--- src/rtl/lane_collision_detect.sv ---
// Per-lane frog/car collision detector: debounces pixel overlap at the frog's position
// over CONFIRM consecutive cycles and latches a sticky hit until reset.
module lane_collision_detect #(
  parameter logic [3:0]  LANE_ROW = 4'd10,
  parameter int unsigned CONFIRM  = 2
) (
  input  logic        clk,
  input  logic        reset,
  input  logic        enable,
  input  logic [15:0] lane_pixels,
  input  logic [3:0]  frog_row,
  input  logic [3:0]  frog_col,
  input  logic        frog_valid,
  output logic        hit,
  output logic        hit_pulse,
  output logic        frog_on_lane
);

  localparam logic [3:0] ConfirmVal = 4'(CONFIRM);

  typedef enum logic [1:0] {StClear, StConfirm, StHit} state_e;

  state_e     state_q;
  logic [3:0] cnt_q;
  logic       overlap;

  assign overlap = enable & frog_valid & (frog_row == LANE_ROW) & lane_pixels[frog_col];

  always_ff @(posedge clk) begin
    if (reset) begin
      state_q      <= StClear;
      cnt_q        <= 4'd0;
      hit          <= 1'b0;
      hit_pulse    <= 1'b0;
      frog_on_lane <= 1'b0;
    end else begin
      frog_on_lane <= frog_valid & (frog_row == LANE_ROW);
      hit_pulse    <= 1'b0;
      case (state_q)
        StClear: begin
          if (overlap) begin
            if (ConfirmVal == 4'd1) begin
              state_q   <= StHit;
              hit       <= 1'b1;
              hit_pulse <= 1'b1;
            end else begin
              state_q <= StConfirm;
              cnt_q   <= 4'd1;
            end
          end else begin
            cnt_q <= 4'd0;
          end
        end
        StConfirm: begin
          // Any gap in overlap restarts the debounce from scratch.
          if (!overlap) begin
            state_q <= StClear;
            cnt_q   <= 4'd0;
          end else if (cnt_q + 4'd1 == ConfirmVal) begin
            state_q   <= StHit;
            hit       <= 1'b1;
            hit_pulse <= 1'b1;
          end else begin
            cnt_q <= cnt_q + 4'd1;
          end
        end
        StHit: begin
          state_q <= StHit;
        end
        default: begin
          state_q <= StClear;
          cnt_q   <= 4'd0;
        end
      endcase
    end
  end

endmodule
--- config.mk ---
export PLATFORM = sky130hd
export DESIGN_NAME = lane_collision_detect
export DESIGN_NICKNAME = d
export VERILOG_FILES = /design/src/rtl/lane_collision_detect.sv
export SDC_FILE = /design/constraint.sdc
export NUM_CORES = 1
export LEC_CHECK = 0
export ABC_AREA = 1
export CAP_MARGIN = 20
export CORE_MARGIN = 3
export CORE_UTILIZATION = 40
export CTS_CLUSTER_DIAMETER = 40
export DETAILED_ROUTE_END_ITERATION = 12
export MAX_ROUTING_LAYER = met4
export PLACE_DENSITY_LB_ADDON = 0.15
export SETUP_SLACK_MARGIN = 0.05
export SLEW_MARGIN = 0
export SYNTH_ARGS = -nofsm -noshare
export SYNTH_HDL_FRONTEND = slang
export SYNTH_SLANG_ARGS = --single-unit
--- constraint.sdc ---
create_clock -name clk -period 1.6 [get_ports clk]
set_input_delay 0.4 -clock clk [delete_from_list [all_inputs] [get_ports clk]]
set_output_delay 0.4 -clock clk [all_outputs]
set_load 0.005 [all_outputs]
Word level (Yosys, flattened, before mapping)
Cells that the tools add are included.

word-level totals
  bits in registers = 9
  output and inout port bits = 3
  word-level logic and storage cells = 37

cells by class
  add/sub/neg operators = 1
  equality and inequality tests = 7
  bitwise logic cells = 7
  multiplexer cells = 11
  reduce and logical (&&, ||, !) cells = 5
  $lt $le $gt $ge = 1

operators by type and width
  cell                   number
  $pmux W4 S3            1
  $mux W4                2
  $mux W2                3
  $ne A3 B3 Y1 const B   2
  $pmux W2 S3            1
  $lt A4 B5 Y1 const B   1
  $add A4 B1 Y4 const B  1
  $and A1 B1 Y1          4
  $bmux W1 S4            1
  $eq A4 B2 Y1 const B   1
  $eq A4 B4 Y1 const B   1
  $reduce_and A2 Y1      2
  $mux W1                3
  $not A1 Y1             3
  $reduce_and A3 Y1      1
  $reduce_or A3 Y1       1
  $eq A2 B1 Y1 const B   1
  $eq A2 B2 Y1 const B   1
  $logic_not A2 Y1       1
  $ne A2 B2 Y1 const B   1

Depth between registers and ports, before layout
Gate-level depths: netlist of run 1.

  depth after elaboration = 5
  depth in mapped cells = 12
  gate-level depth less buffers = 11

Worst setup path before layout of run 1
OpenSTA, ideal clock, no wires.

  path type = flip-flop to flip-flop
  start point = register cnt_q[0]
  end point = register cnt_q[3]
  required time = 1.541 ns
  arrival = 1.326 ns
  slack = 0.216 ns
  stages on the path, launching flop included = 10
  clock period less this slack = 1.384 ns
  path through = dfxtp_1 ha_1 xor2_1 nor2_1 nand2_2 nor2_4 nand4_4 nand2_4 nand2_1 nand2_1

on the way
  cells in the longest elaborated chain, start to end = 4
  elaborated cells on any way between the ends = 7

RTL lines
  element                                                            line    text
  start: declaration                                                 24      logic [3:0] cnt_q;
  start signal: assignment                                           64      cnt_q <= cnt_q + 4'd1;
  $add A4 B1 Y4 (*)                                                  59, 64
  $eq A4 B2 Y1 / $mux W4 (equally long branches)                     59      end else if (cnt_q + 4'd1 == ConfirmVal) begin
  $ne A3 B3 Y1 (no line) / $mux W4 (equally long branches)           -
  $reduce_and A2 Y1 (no line) / $pmux W4 S3 (equally long branches)  -

Mark *: on every way between the ends. The rest lies on a longest branch, timed or not. The select of a mux whose other input is x is not followed.
A chain may end at the register's enable or synchronous reset.

Worst setup path in the final report of run 1
  start point = input frog_row[2]
  end point = register cnt_q[0]

on the way
  cells in the longest elaborated chain, start to end = 5
  elaborated cells on any way between the ends = 8

RTL lines
  element                                                  line  text
  start: declaration                                       11    input logic [3:0] frog_row,
  $eq A4 B4 Y1 (*)                                         27    assign overlap = enable & frog_valid & (frog_row == LANE_ROW) & lane_pixels[frog_col];
  $and A1 B1 Y1 (*) (2 in a row)                           27
  $mux W4 (tied with other cells)                          56    if (!overlap) begin
  $pmux W4 S3 / $reduce_and A2 Y1 (equally long branches)  -

Mark *: on every way between the ends. The rest lies on a longest branch, timed or not.

==> results.md, run 1 <==
- Max Slew Vio Count: 0
- Switching power: 128.8 uW
- Syn Nets: 130
- Vias in the first global route: 660
- Worst EP required: approximately 1800 ps
- # setup viols final: 0
- Clock Latency Late Sink: 250 ps
- RSZ-0062 raised after global routing: false
- Critical path arrival: between 1500 and 2000 ps
- Worst path slowest cell: clkdlybuf4s50_1
- P_int: around 400 uW
- Largest net degree at the start of global routing: 9
- Site Rows: 14
- Antenna violations before repair: 0
- Antenna Cells: 0
- Sw Share: between 20% and 30%
- DR WL/cell: roughly 10 um
- Max incr delay on CP: 410 ps
- Layout cells sized above 1: around a quarter
- Post-layout min period: 1481 ps
- Final std cells w/o fill: about 160
- Root cell of the clock tree: clkbuf_4
- Chip width: approximately 48 um
- Flop pwr share: ~42%
- Total gr overflow: 0
- Final Cycle Share: about 93%
- Wl on met1: 655 um
- Commonest non-fill, non-tap cells in the layout: 30 x nand2_1, 26 x clkdlybuf4s50_1, 18 x inv_1, 10 x nand3_1, 7 x dfxtp_1
- Final setup margin: 118.5 ps
- Estimated wirelength of the detail-placed design: 1298 um
- Vias: 727
- DR top layer: met3
- Distinct cells, synth: 22
- I/O pin count: 31
- Comb pwr share: 26.2%
- RD Place Congestion: between 0.8 and 0.9
- Slew margin rel.: a little over four fifths
- P per Cell Area: 489.1 nW/um^2
- GRT Util Overall: 15.53%
- Worst Hold Class: reg -> reg
- CP max FO: 4
- Post-Synthesis Cells: 100
- Commonest non-fill, non-tap cell in the layout: nand2_1
- Pre-antenna DRT Iters: 4
- Mean post-synth cell area: a little under 7 sq um
- Clk sinks: 9
- IO Port Bufs: 30
- Final ANT Viol Nets: 0
- Die area: about 2300 sq um
- Run status: completed
- Hold Fails Final Rpt: 0
- Sequential fraction of the synthesis area: between 20% and 30%
- R2R setup slack: ~150 ps
- Met3 WL: just under 80 um
- Placed insts: 149
- WL met2: 813 um
- Drt initial violations: 9
- Leakage power: about 0.00054 uW
- CTS buffer count: 3
- Place WS: -314.5 ps
- DR vias/cell: between 4 and 5
- Synth-to-layout area growth: 57.32%
- Crit end category: flop
- Die Y: roughly 48 um
- Layout Nets: 172
- Startpoint types: primary input
- Seq cells post-synth: 9
- Clock network power share: 31.6%
- Starting Density: 44.38%
- Post-Syn Area: between 600 and 700 sq um
- Critical path class: in -> reg
- Max Buffers Root-to-Sink: 2
- Core box area: approximately 1600 sq um
- Global-route wire length before repair: between 2000 and 2500 um
- Worst Tran Pin Value: 229.5 ps
- Filler cells: 155
- Synth Warn #: 0
- Max Cap Viol: 0
- DRT Wirelength: roughly 1500 um
- Cells along the critical path: clkdlybuf4s50_1 -> nor3_2 -> nand3_2 -> nor2_4 -> a21boi_4 -> nand2_2 -> nor2_4 -> nand2_1 -> nand2_1
- Fmax: roughly 0.68 GHz
- # H-tree levels: 1
- Reg clk slew, reported paths: approximately 60 ps
- Worst VDD drop: between 0.5 and 0.6 mV
- Number of remaining DRC errors: 0
- CTS tree: done
- Worst clock skew: approximately 0.89 ps
registers in the layout (all words and copies together) (netlist names):
register	count
cnt_q	4
hit_pulse	1
frog_on_lane	1
state_q	2
hit	1
cell families after synthesis:
family          share of synthesized area [%]
flops                                   26.04
simple gates                            48.83
compound gates                          4.158
buf+inv                                 13.74
xor+xnor                                3.618
fa+ha+maj                               3.616
cells in the mapped netlist:
| cell | number | area, sq um |
|---|---|---|
| o21ai_1 | 1 | 5.000 |
| a21oi_1 | 1 | 5.000 |
| nand4_4 | 1 | 21.27 |
| nor2_1 | 4 | 15.01 |
| xor2_2 | 1 | 16.27 |
| buf_6 | 1 | 11.26 |
| xor2_1 | 1 | 8.760 |
| nand2_4 | 1 | 11.26 |
| nand3b_1 | 1 | 7.510 |
| nor2_4 | 3 | 33.78 |
| inv_6 | 1 | 8.760 |
| a21boi_4 | 1 | 18.77 |
| inv_1 | 18 | 67.56 |
| inv_2 | 2 | 7.510 |
| nand4_1 | 3 | 18.77 |
| nor3_2 | 1 | 10.01 |
| dfxtp_1 | 9 | 180.2 |
| nand3_2 | 2 | 20.02 |
| ha_1 | 2 | 25.02 |
| nand3_1 | 10 | 50.05 |
| nand2_1 | 30 | 112.6 |
| nand2_2 | 6 | 37.54 |
metal layers:
layer	vias up	track usage (%)
li1	388	-
met1	318	16.04
met2	21	28.07
met3	0	5.639
met4	0	3.226
met5	-	-
critical path, delay by kind of cell:
| family | cells | cell delay, ps |
|---|---|---|
| AOI/OAI and AO/OA | 1 | 220 |
| and+or+nand+nor | 7 | 660 |
| buffers and inverters | 1 | 410 |
final timing paths:
kind	depth (start not counted)	to	startpoint
worst min register to register	2	hit	hit
worst max-delay path	9	cnt_q[0]	frog_row[2]
worst min-delay path	2	hit	hit
worst max register to register	9	cnt_q[2]	cnt_q[0]
cell type report:
cell class                      count  area [sq um]  area share [%]
Multi-Input combinational cell     69         419.2           38.51
Timing Repair Buffer               38         356.6           32.76
Sequential cell                     9         182.7           16.78
Inverter                           21         83.83           7.701
Clock buffer                        4         26.28           2.414
Tap cell                           16         20.02           1.839
power by group through the flow:
stage                     logic (uW)  registers, uW  clock network, uW
after floorplan                 56.6            230                  0
after global placement           135            230                  0
after detailed placement         137            230                  0
after CTS                        140            225                176
after global routing             153            225                188
final                            139            225                168
metrics by stage:
step,utilization (%),hold WS [ps],total power [uW],area [sq um],setup TNS (ps)
2_1_floorplan,-,446.0,286.5,691.9,0
5_1_grt,69.82,471.8,565.6,1089,0
3_5_place_dp,66.13,448.1,366.5,1031,-1914
4_1_cts,69.58,456.8,540.5,1085,0
6_report,69.82,449.7,532.4,1089,0
3_3_place_gp,66.13,439.2,364.7,1031,-1565
what timing repair did:
item / in CTS / in global routing
cloned: 1 / 0
endpoints found under the setup margin: 4 / 4
resized for setup: 6 / 2
setup buffers: 3 / 0
hold buffers: 0 / 0
pin swaps: 8 / 4
No activity file was read; power rests on OpenSTA's default activity.
==> run 2, diff against run 1 <==
Settings changed: REMOVE_ABC_BUFFERS set to 1.
==> results.md, run 2 (synthesis results as in run 1) <==
- Reg2reg path depth: 9 (unchanged)
- Family with the most delay on the worst path: buffers and inverters
- Slew margin rel.: 85.67% (+1.0 points)
- Layout cells sized above 1: 25.53% (+2.1 points)
- Antenna Cells: 0 (unchanged)
- Synth-to-layout area growth: 62.03%
- Worst clock skew: 6.413 ps (+5.519 ps)
- GRT Util Overall: 17.31% (+1.8 points)
- DRT Wirelength: 1731 um (+12%)
- Core box area: 1559 sq um (unchanged)
- Reg-to-Reg Start: cnt_q[0]
- I/O pin count: 31 (unchanged)
- Clock network power share: 32.9% (+1.3 points)
- Number of remaining DRC errors: 0 (unchanged)
- Largest Register: cnt_q
- DR WL/cell: 11.03 um (+12%)
- Max Slew Vio Count: 0 (unchanged)
- Worst Tran Pin Value: 214.3 ps (-15.27 ps)
- Run status: completed
- Die area: 2265 sq um (unchanged)
- Cells along the critical path: clkdlybuf4s50_1
- Worst EP required: 1200 ps (-600 ps)
- Critical path arrival: 1090 ps (-590 ps)
- IO Port Bufs: 30 (unchanged)
- P per Cell Area: 483.6 nW/um^2 (-1.1%)
- Estimated wirelength of the detail-placed design: 1219 um (-6.1%)
- Site Rows: 14 (unchanged)
- Drt initial violations: 16 (+7)
- Reg2reg end: cnt_q[3]
- Worst path slowest cell: clkdlybuf4s50_1
- Vias: 752 (+3.4%)
- Antenna violations before repair: 0 (unchanged)
- Max Cap Viol: 0 (unchanged)
- Hold Fails Final Rpt: 0 (unchanged)
- Final ANT Viol Nets: 0 (unchanged)
- RD Place Congestion: 0.8175 (-1.5%)
- Pre-antenna DRT Iters: 4 (unchanged)
- Hold_sp: frog_row[0]
- CTS buffer count: 3 (unchanged)
- Sw Share: 26.91% (+2.7 points)
- R2R setup slack: 150 ps (about the same)
- Root cell of the clock tree: clkbuf_4
- Vias in the first global route: 611 (-7.4%)
- DR vias/cell: 4.790 (+3.4%)
- Max incr delay on CP: 490 ps (+80 ps)
- Setup TNS: 0 ps (unchanged)
- Final setup margin: 114.8 ps (-3.736 ps)
- Startpoint types: flop
- Hold Crit Depth: 4 (+2)
- Commonest non-fill, non-tap cells in the layout: 29 x nand2_1, 22 x clkdlybuf4s50_1, 18 x inv_1, 8 x nand3_1, 8 x dfxtp_1
- Max Buffers Root-to-Sink: 2 (unchanged)
- Comb pwr share: 26.0% (-0.2 points)
- Chip width: 47.59 um (unchanged)
- Switching power: 145.9 uW (+13%)
- Hold-fix buffer count after cts: 0 (unchanged)
- Starting Density: 44.38% (unchanged)
- Hold EP: frog_on_lane
- # setup viols final: 0 (unchanged)
- Reg clk slew, reported paths: 60 ps (about the same)
- Largest net degree at the start of global routing: 9 (unchanged)
- RSZ-0062 raised after global routing: false
- Total gr overflow: 0 (unchanged)
- CP max FO: 1 (-3)
- Post-place instance area: 1023 sq um (-0.73%)
- Fin Hold WS: 459.2 ps (+9.565 ps)
- Cell area after layout: 1121 sq um (+3.0%)
- Die Y: 47.59 um (unchanged)
- P_int: 396.3 uW (-1.8%)
- Clock Latency Late Sink: 270 ps (+20 ps)
- Clk sinks: 9 (unchanged)
- Commonest non-fill, non-tap cell in the layout: nand2_1
- # H-tree levels: 1 (unchanged)
- CTS tree: done
- Tot Pwr: 542.2 uW (+1.8%)
- Fmax: 0.6733 GHz (-0.25%)
- Final Cycle Share: 92.82% (+0.23 points)
- Number of flip-flops in the largest register: 4 (unchanged)
- Place WS: -280.4 ps (+34.12 ps)
- Critical path class: reg -> out
- Top Registers: cnt_q x4, state_q x2
- Global-route wire length before repair: 2546 um (+5.2%)
- Post-layout min period: 1485 ps (+3.736 ps)
- Filler cells: 125 (-19%)
- Crit end category: primary output
- Flop pwr share: 41.2% (-1.1 points)
- CP Buf/Inv Count: 1 (unchanged)
- Leakage power: 0.0006042 uW (+12%)
- Worst VDD drop: 0.6230 mV (+9.3%)
- Worst Hold Class: in -> reg
- Layout Nets: 172 (unchanged)
==> run 2: changes by cell type in the layout (fill, tap and decap cells not counted), moves of 2 or more <==
cell	delta
nand3_2	+2
dlymetal6s2s_1	+6
nand3_1	-2
dfxtp_2	-2
dlygate4sd2_1	-2
clkdlybuf4s50_1	-4
==> run 2: per-stage QoR <==
step,utilization (%),std cells
finish,71.91,157
floorplan,-,99
global placement,65.65,148
detailed placement,65.65,148
global route,71.91,157
CTS,68.86,155
==> run 2: power by group through the flow <==
stage / Sequential [uW] / Clock (uW) / Combinational, uW
CTS: 225 / 188 / 136
floorplan: 230 / 0 / 51.1
global placement: 230 / 0 / 134
detailed placement: 230 / 0 / 135
global route: 223 / 199 / 153
finish: 223 / 178 / 141
==> run 2: worst register-to-register path, delay by kind of cell, from the launching register on <==
| family | cells | cell delay, ps |
|---|---|---|
| xor gates and xnor gates | 1 | 160 |
| adders and majority gates | 1 | 180 |
| DFF | 1 | 360 |
| and+or+nand+nor | 7 | 680 |
==> run 2: repair_timing <==
action,CTS,global route
pin swaps,4,15
buffers inserted,2,2
gates cloned,1,0
gates resized for setup,4,11
setup endpoints to repair,4,6
==> run 2: cell type report <==
class / instances / area (sq um) / share of cell area (%)
Multi-Input combinational cell: 69 / 431.7 / 38.50
Timing Repair Buffer: 38 / 374.1 / 33.37
Sequential cell: 9 / 183.9 / 16.41
Inverter: 21 / 83.83 / 7.478
Clock buffer: 3 / 22.52 / 2.009
Tap cell: 16 / 20.02 / 1.786
Clock inverter: 1 / 5.005 / 0.4464
==> run 2: worst max path at each step <==
stage / depth (start not counted) / endpoint / start
floorplan: 9 / cnt_q[3] / cnt_q[0]
global placement: 13 / cnt_q[3] / frog_col[0]
detailed placement: 12 / cnt_q[3] / frog_col[0]
CTS: 9 / cnt_q[3] / cnt_q[0]
global route: 9 / cnt_q[0] / frog_col[2]
finish: 1 / frog_on_lane / frog_on_lane
==> run 2: per-layer routing <==
metal  track usage (%)  vias up  share of wire [%]
met3             5.639        4                5.1
met5                 -        -                  0
li1                  -      386                  -
met4             9.677        0               0.87
met1             19.55      340                 42
met2             26.74       22                 52
==> run 3, diff against run 2 <==
Settings changed: CORE_UTILIZATION 40 to 35.
Clock period 1.6 ns to 1.5 ns, I/O delays scaled along.
==> results.md, run 3 (synthesis results as in run 1) <==
- Run status: completed
- Worst Tran Pin Value: 195.0 ps (-19.27 ps)
- Clock network power share: 33.3% (+0.4 points)
- Antenna violations before repair: 0 (unchanged)
- Slew margin rel.: 86.96% (+1.3 points)
- Commonest non-fill, non-tap cell in the layout: nand2_1
- Max Buffers Root-to-Sink: 2 (unchanged)
- Clock Latency Late Sink: 270 ps (about the same)
- Total gr overflow: 0 (unchanged)
- CTS tree: done
- Max Cap Viol: 0 (unchanged)
- Filler cells: 171 (+37%)
- Layout Nets: 177 (+2.9%)
- Comb pwr share: 26.1% (about the same)
- Hold-fix buffer count after cts: 0 (unchanged)
- Reg clk slew, reported paths: 60 ps (about the same)
- Worst EP required: 1710 ps (+510 ps)
- DR WL/cell: 10.66 um (-3.3%)
- Chip width: 50.46 um (+6.0%)
- Starting Density: 38.40% (-6.0 points)
- Flop pwr share: 40.6% (-0.6 points)
- Final Cycle Share: between 90% and 100%
- P per Cell Area: 499.2 nW/um^2 (+3.2%)
- Switching power: 156.4 uW (+7.2%)
- Fmax: between 0.7 and 0.8 GHz
- Startpoint types: primary input
- DR vias/cell: 4.415 (-7.8%)
- # H-tree levels: 1 (unchanged)
- Estimated wirelength of the detail-placed design: 1395 um (+14%)
- Synth-to-layout area growth: 69.80%
- Die area: 2546 sq um (+12%)
- Drt initial violations: 11 (-5)
- GRT Util Overall: 17.25% (-0.059 points)
- Top Registers: cnt_q x4, state_q x2
- Worst path slowest cell: clkdlybuf4s50_1
- Fin Hold WS: 467.4 ps (+8.148 ps)
- Hold Fails Final Rpt: 0 (unchanged)
- Sw Share: 26.67% (-0.25 points)
- Critical path arrival: 1630 ps (+540 ps)
- RSZ-0062 raised after global routing: true
- Largest Register: cnt_q
- Critical path class: in -> reg
- Vias: 755 (+0.40%)
- Layout cells sized above 1: 29.45% (+3.9 points)
- Largest net degree at the start of global routing: 9 (unchanged)
- Vias in the first global route: 750 (+23%)
- # setup viols final: 0 (unchanged)
- Core box area: 1802 sq um (+16%)
- CP max FO: 3 (+2)
- Site Rows: 15 (+1)
- Worst clock skew: 0.5394 ps (-5.874 ps)
- CTS buffer count: 3 (unchanged)
- P_int: 430.1 uW (+8.6%)
- Worst Hold Class: reg -> reg
- Number of flip-flops in the largest register: 4 (unchanged)
- Antenna Cells: 0 (unchanged)
- Post-layout min period: 1421 ps
- Root cell of the clock tree: clkbuf_4
- Crit end category: flop
- Global-route wire length before repair: 3249 um (+28%)
- Core Util, Final: 65.21% (-6.7 points)
- I/O pin count: 31 (unchanged)
- Max incr delay on CP: 450 ps (-40 ps)
- IO Port Bufs: 30 (unchanged)
- Final ANT Viol Nets: 0 (unchanged)
- DRT Wirelength: 1823 um (+5.3%)
- Place WS: -360.2 ps (-79.77 ps)
- Die Y: 50.46 um (+6.0%)
- Cells along the critical path: clkdlybuf4s50_1 -> inv_1 -> nand2_1 -> nand3_1 -> nand3_1 -> nand2_2 -> a21boi_4 -> buf_4 -> nand4_1 -> nand2_1
- Pre-antenna DRT Iters: 4 (unchanged)
- Number of remaining DRC errors: 0 (unchanged)
- Commonest non-fill, non-tap cells in the layout: 27 x nand2_1, 22 x clkdlybuf4s50_1, 18 x inv_1, 10 x nand3_1, 9 x buf_4
- Final setup margin: 79.47 ps (-35.35 ps)
- Family with the most delay on the worst path: buffers and inverters
- CP Buf/Inv Count: 3 (+2)
- Max Slew Vio Count: 0 (unchanged)
- Clk sinks: 9 (unchanged)
- Worst VDD drop: 0.4171 mV (-33%)
- Leakage power: 0.0005835 uW (-3.4%)
- RD Place Congestion: 0.8806 (+7.7%)
-- run 3: repair_timing --
action	CTS	global route
setup buffers	2	5
resized for setup	18	4
cloned	1	0
pin swaps	9	8
hold endpoints to repair	0	0
setup endpoints to repair	10	4
-- run 3: metrics by stage --
stage	cell area (sq um)	setup TNS (ps)	cells	power, uW
detailed placement	1050	-2399	159	391.9
CTS	1124	0	166	588.5
global route	1175	-2.018	171	623.1
finish	1175	0	171	586.5
global placement	1050	-2239	159	390.9
floorplan	680.7	0	99	299.7
-- run 3: power by group through the flow --
stage	logic, uW	clock network (uW)	registers (uW)
2_1_floorplan	54.5	0	245
3_3_place_gp	146	0	245
3_5_place_dp	147	0	245
4_1_cts	147	203	238
5_1_grt	169	216	238
6_report	153	196	238
-- run 3: tightest hold or removal path: cells and delay by family (launching register included) --
family | cells | cell delay, ps
DFF | 1 | 320
and+or+nand+nor | 2 | 100
-- run 3: layout make-up --
| cell class | instances | area (sq um) | share of cell area, % |
|---|---|---|---|
| flip-flops and latches | 9 | 185.2 | 15.76 |
| clock buffers | 4 | 26.28 | 2.236 |
| inverters | 21 | 83.83 | 7.135 |
| well taps | 25 | 31.28 | 2.662 |
| repair buffers | 43 | 396.6 | 33.76 |
| multi-input cells | 69 | 451.7 | 38.45 |
-- run 3: path summary, 6_finish.rpt --
path,from,end,slack (ps),depth (start not counted)
min reg2reg,hit,hit,470,2
max,lane_pixels[9],cnt_q[1],80,10
max reg2reg,cnt_q[0],cnt_q[3],110,9
min,hit,hit,470,2
-- run 3: per-layer routing --
layer | track usage (%) | share of wire (%) | vias to the layer above
li1 | - | - | 396
met3 | 4.748 | 6.0 | 5
met4 | 6.726 | 1.9 | 0
met2 | 27.39 | 49 | 22
met1 | 20.69 | 43 | 332
met5 | - | 0 | -
